`config.mk`:
```
export PLATFORM = sky130hd
export DESIGN_NAME = phase_sampler
export DESIGN_NICKNAME = d
export VERILOG_FILES = /design/src/rtl/phase_sampler.sv
export SDC_FILE = /design/constraint.sdc
export NUM_CORES = 1
export LEC_CHECK = 0
export CORE_MARGIN = 2
export CORE_UTILIZATION = 35
export DETAILED_ROUTE_END_ITERATION = 16
export PLACE_DENSITY = 0.57
export SLEW_MARGIN = 25
export SYNTH_ARGS = -nofsm -noshare
export SYNTH_HDL_FRONTEND = slang
export SYNTH_SLANG_ARGS = --single-unit
export TNS_END_PERCENT = 50
```
`constraint.sdc`:
```
create_clock -name clk -period 8.32 [get_ports clk]
set_input_delay 1.664 -clock clk [delete_from_list [all_inputs] [get_ports clk]]
set_output_delay 1.664 -clock clk [all_outputs]
set_load 0.05 [all_outputs]
```
`src/rtl/phase_sampler.sv`:
```
// phase_sampler: decodes the spin of each coupled ring oscillator from its
// phase relative to reference oscillator 0. Each measurement spans one full
// reference period. The result is returned through a valid/ready handshake.
// Optional feature: define PHASE_SAMPLER_PERIOD_EN to add period_out, which
// reports the measured reference period alongside the spins.
module phase_sampler #(
   parameter int N  = 3,
   parameter int CW = 8
) (
   input  logic          clk,
   input  logic          rst,
   input  logic [N-1:0]  osc_in,
   input  logic          start,
   output logic          busy,
   output logic [N-1:0]  spin_out,
   output logic          spin_valid,
   input  logic          spin_ready,
`ifdef PHASE_SAMPLER_PERIOD_EN
   output logic [CW-1:0] period_out,
`endif
   output logic          timeout
);

   typedef enum logic [2:0] {
      IDLE,
      ARM,
      MEASURE,
      DECIDE,
      DONE
   } state_t;

   localparam logic [CW-1:0] CNT_MAX = '1;

   state_t                  state_q, state_d;
   logic [N-1:0]            sync1_q, sync1_d;
   logic [N-1:0]            sync2_q, sync2_d;
   logic [N-1:0]            hist_q, hist_d;
   logic [N-1:0]            osc_edge;
   logic [CW-1:0]           cnt_q, cnt_d;
   logic [N-1:1]            captured_q, captured_d;
   logic [N-1:1][CW-1:0]    phase_q, phase_d;
   logic [CW-1:0]           period_q, period_d;
   logic [N-1:0]            spin_q, spin_d;
   logic                    timeout_q, timeout_d;
   logic [N-1:1][CW+1:0]    phase4;
   logic [CW+1:0]           per_ext;
   logic [CW+1:0]           per3;
`ifdef PHASE_SAMPLER_PERIOD_EN
   logic [CW-1:0]           period_out_q, period_out_d;
`endif

   // Two-flop synchronizer plus history flop, same depth on every bit so relative phase is kept
   always_comb begin
      sync1_d = osc_in;
      sync2_d = sync1_q;
      hist_d  = sync2_q;
   end

   assign osc_edge = sync2_q & ~hist_q;

   // Widened operands for the anti-phase band test: 4*phase against P and 3*P
   always_comb begin
      phase4 = '0;
      for (int i = 1; i < N; i++) begin
         phase4[i] = {phase_q[i], 2'b00};
      end
      per_ext = {2'b00, period_q};
      per3    = per_ext + {per_ext[CW:0], 1'b0};
   end

   // Measurement sequencer: next state, counter, phase captures and decoded result
   always_comb begin
      state_d    = state_q;
      cnt_d      = cnt_q;
      captured_d = captured_q;
      phase_d    = phase_q;
      period_d   = period_q;
      spin_d     = spin_q;
      timeout_d  = timeout_q;
`ifdef PHASE_SAMPLER_PERIOD_EN
      period_out_d = period_out_q;
`endif
      unique case (state_q)
         IDLE: begin
            if (start) begin
               state_d = ARM;
               cnt_d   = '0;
            end
         end
         ARM: begin
            cnt_d = cnt_q + 1'b1;
            if (cnt_q == CNT_MAX) begin
               state_d   = DONE;
               timeout_d = 1'b1;
               spin_d    = '0;
`ifdef PHASE_SAMPLER_PERIOD_EN
               period_out_d = '0;
`endif
            end else if (osc_edge[0]) begin
               cnt_d      = '0;
               captured_d = '0;
               for (int i = 1; i < N; i++) begin
                  if (osc_edge[i]) begin
                     captured_d[i] = 1'b1;
                     phase_d[i]    = '0;
                  end
               end
               state_d = MEASURE;
            end
         end
         MEASURE: begin
            cnt_d = cnt_q + 1'b1;
            if (cnt_q == CNT_MAX) begin
               state_d   = DONE;
               timeout_d = 1'b1;
               spin_d    = '0;
`ifdef PHASE_SAMPLER_PERIOD_EN
               period_out_d = '0;
`endif
            end else begin
               for (int i = 1; i < N; i++) begin
                  if (osc_edge[i] && !captured_q[i]) begin
                     captured_d[i] = 1'b1;
                     phase_d[i]    = osc_edge[0] ? '0 : cnt_q + 1'b1;
                  end
               end
               if (osc_edge[0]) begin
                  period_d = cnt_q + 1'b1;
                  state_d  = DECIDE;
               end
            end
         end
         DECIDE: begin
            spin_d = '0;
            for (int i = 1; i < N; i++) begin
               spin_d[i] = captured_q[i] && (phase4[i] > per_ext) && (phase4[i] < per3);
            end
`ifdef PHASE_SAMPLER_PERIOD_EN
            period_out_d = period_q;
`endif
            state_d = DONE;
         end
         DONE: begin
            if (spin_ready) begin
               state_d   = IDLE;
               timeout_d = 1'b0;
            end
         end
         default: begin
            state_d = IDLE;
         end
      endcase
   end

   // State and datapath registers; reset aborts any measurement in progress
   always_ff @(posedge clk or posedge rst) begin
      if (rst) begin
         state_q    <= IDLE;
         sync1_q    <= '0;
         sync2_q    <= '0;
         hist_q     <= '0;
         cnt_q      <= '0;
         captured_q <= '0;
         phase_q    <= '0;
         period_q   <= '0;
         spin_q     <= '0;
         timeout_q  <= 1'b0;
`ifdef PHASE_SAMPLER_PERIOD_EN
         period_out_q <= '0;
`endif
      end else begin
         state_q    <= state_d;
         sync1_q    <= sync1_d;
         sync2_q    <= sync2_d;
         hist_q     <= hist_d;
         cnt_q      <= cnt_d;
         captured_q <= captured_d;
         phase_q    <= phase_d;
         period_q   <= period_d;
         spin_q     <= spin_d;
         timeout_q  <= timeout_d;
`ifdef PHASE_SAMPLER_PERIOD_EN
         period_out_q <= period_out_d;
`endif
      end
   end

   assign busy       = (state_q != IDLE);
   assign spin_valid = (state_q == DONE);
   assign spin_out   = spin_q;
   assign timeout    = timeout_q;
`ifdef PHASE_SAMPLER_PERIOD_EN
   assign period_out = period_out_q;
`endif

endmodule

```
==> run_results.csv <==
group,metric,value,unit
timing,whs,0.357,ns
yosys,synth.avg_cell_area,9.84,sq um
power_and_ir_drop,vdd_drop_max,102,uV
place,place_congestion,0.858,
die,initial_utilization,35.7,%
worst_setup_path,crit_path_max_fanout,14,
timing,finalClockSkew,0.0147,ns
yosys,yosysWarnings,0,
outcome,status,"completed",
worst_setup_path,startpoint,"state_q[2]",
clocking,cts_buffer_depth,2,
die,row_count,34,
yosys,ys.flop_type,"dfrtp_1",
worst_setup_path,arrival,1.98,ns
clocking,path_clk_slew,0.10,ns
layout,n_antenna_cell,0,
worst_setup_path,cp-end-kind,"output pin",
yosys,yosys-top-cells-count,"dfrtp_1, nand2_1, ha_1",
die,die_x,97.8,um
clocking,cts_hold_buffers,0,
layout,syn_to_final_growth,10.2,%
place,placedCellCount,426,
run,drv_cap,0,
worst_setup_path,crit_type,"flop to output pin",
drt,vias,2308,
timing,drv_slew,0,
place,dp_hpwl,5130,um
timing,fmax,274,MHz
layout,drive_gt1_share,9.23,%
yosys,synth.most_common_cell,"dfrtp_1",
clocking,cts_tree,"done",
die,coreArea,8640,sq um
timing,tns,0,ns
power_and_ir_drop,p_leak,1.56,nW
clocking,cts_resized,0,
drt,wl,6440,um
drt,antenna_left,0,
layout,fillers,841,
timing,final_hold_viol_count,0,
timing,finalCritPeriodShare,43.8,%
timing,setup_viol_count_final,0,
clocking,htreeDepth,2,
clocking,clockRootBuffer,"clkbuf_8",
timing,worst_slew_pin_slew,0.829,ns
timing,relSlewSlack,44.6,%
min_path,hold_path.class,"flop to flop",
grt,track_usage,14.2,%
drt,routed_via_density,5.33,
worst_setup_path,timing.reg2reg.setup_slack,5.34,ns
die,die_height,97.8,um
place,portBuffers,11,
timing,worst_slack,4.67,ns
place,dp_slack,5.01,ns
die,ios,13,
worst_setup_path,r2r_start,"period_q[1]",
yosys,synthesis.nets,353,
drt,dr.pass1.iters,6,
yosys,netlist_instances,313,
die,die_area,9560,sq um
timing,finalCriticalPeriod,3.65,ns
grt,overflow,0,
yosys,yosysTopAreaCell,"dfrtp_1",
yosys,synthTopCellsByArea,"dfrtp_1, ha_1, nand2_1, o21ai_0, a21oi_1",
min_path,worstHoldStart,"sync1_q[2]",
yosys,synth_async_sr_flop_share,100,%
clocking,insertion_delay,0.31,ns
power_and_ir_drop,power-per-cell-area,302,nW/um^2
layout,nets,365,
yosys,syn_area,3080,sq um
drt,drtIter0Drc,59,
clocking,cts_num_sinks,49,
grt,antenna_found_initial,0,
grt,grt_start_max_net_pins,50,
yosys,synth_seq_cells,49,
clocking,cts_setup_buffers,0,
drt,wire_per_inst,14.9,um
grt,grt_pass1_wl,11000,um
worst_setup_path,required,6.66,ns
drt,post-route-drc-count,0,
timing,rsz0062_at_grt,"no",
yosys,yosysSeqAreaShare,39.8,%
layout,instances_no_fill,433,
yosys,synth.distinct_cells,51,
clocking,cts_buffers,5,
yosys,synth_top_area_share,39.8,%
worst_setup_path,startpoint_type,"flop",
yosys,synth_edf_count,0,
grt,grt_pass1_vias,2272,
registers in the layout, summed over array words and instances (netlist names):
signal,count
captured_q,2
cnt_q,8
hist_d,3
hist_q,3
period_q,8
phase4,16
spin_out,2
state_q,3
sync1_q,3
timeout,1
through the flow:
step           power (W)  utilization (%)  cell area [sq um]
6_report         0.00103             39.3               3390
5_1_grt          0.00113             39.3               3390
4_1_cts          0.00103             39.3               3390
3_5_place_dp    0.000860             38.0               3280
3_3_place_gp    0.000843             38.0               3280
2_1_floorplan   0.000732                -               3080
cell usage in the layout, fill, tap and decap left out, types with 3 or more instances in the layout:
cell type,count
xnor2_1,6
clkdlybuf4s50_1,11
o21a_1,5
ha_1,32
o31ai_1,4
nand4_1,3
nand2b_1,10
mux2_2,8
xor2_1,3
nor3_1,5
dfrtp_1,49
nor2b_1,5
a21oi_1,21
inv_1,17
nand2_1,36
clkbuf_8,5
nor2_1,23
a21o_1,4
a2111oi_0,3
nand3_1,4
a41oi_1,3
mux2_4,7
o21ai_0,24
per-layer routing:
layer / share of wire [%] / vias to the layer above / wire length, um / track usage, %
li1: - / 1161 / - / -
met1: 51 / 1109 / 3280 / 19.9
met2: 45 / 23 / 2900 / 22.2
met3: 1.7 / 15 / 108 / 2.36
met4: 2.2 / 0 / 144 / 5.02
met5: 0 / - / 0 / 0
worst max-delay path, stage by stage (launching register included):
cell             delay [ns]
dfrtp_1                0.55
or3_1                  0.42
clkdlybuf4s50_1        0.70
cells by family (layout without fill, tap and decap cells):
group / after synthesis / count (layout) / share of synthesized area (%)
XOR/XNOR: 9 / 9 / 2.56
AND/OR/NAND/NOR: 99 / 99 / 16.3
flip-flops: 49 / 49 / 39.8
buffers and inverters: 24 / 36 / 3.49
AO/OA/AOI/OAI: 79 / 79 / 16.4
other: 1 / 1 / 0.122
adder cells (fa/ha/maj): 35 / 35 / 14.3
multiplexers: 17 / 17 / 6.99
cell type report:
| cell class | instances | area, sq um | area share, % |
|---|---|---|---|
| clock buffer | 5 | 68.8 | 2.03 |
| inverter | 18 | 68.8 | 2.03 |
| sequential | 49 | 1230 | 36.1 |
| tap | 108 | 135 | 3.98 |
| multi-input combinational | 240 | 1750 | 51.4 |
| clock inverter | 2 | 38.8 | 1.14 |
| timing repair buffer | 11 | 110 | 3.24 |
power breakdown:
group / internal (W) / switching, W
sequential: 0.000281 / 0.0000653
combinational: 0.000210 / 0.000301
clock: 0.0000891 / 0.0000794
total: 0.000580 / 0.000445
worst paths after layout:
path	endpoint	depth (start not counted)
worst max-delay path	busy	2
worst min-delay path	hist_d[2]	0
worst max register to register	spin_out[2]	12
worst min register to register	hist_d[2]	0
max in group asynchronous	period_q[0]	2
min in group asynchronous	state_q[0]	2
Power figures use the tool's default switching activity.
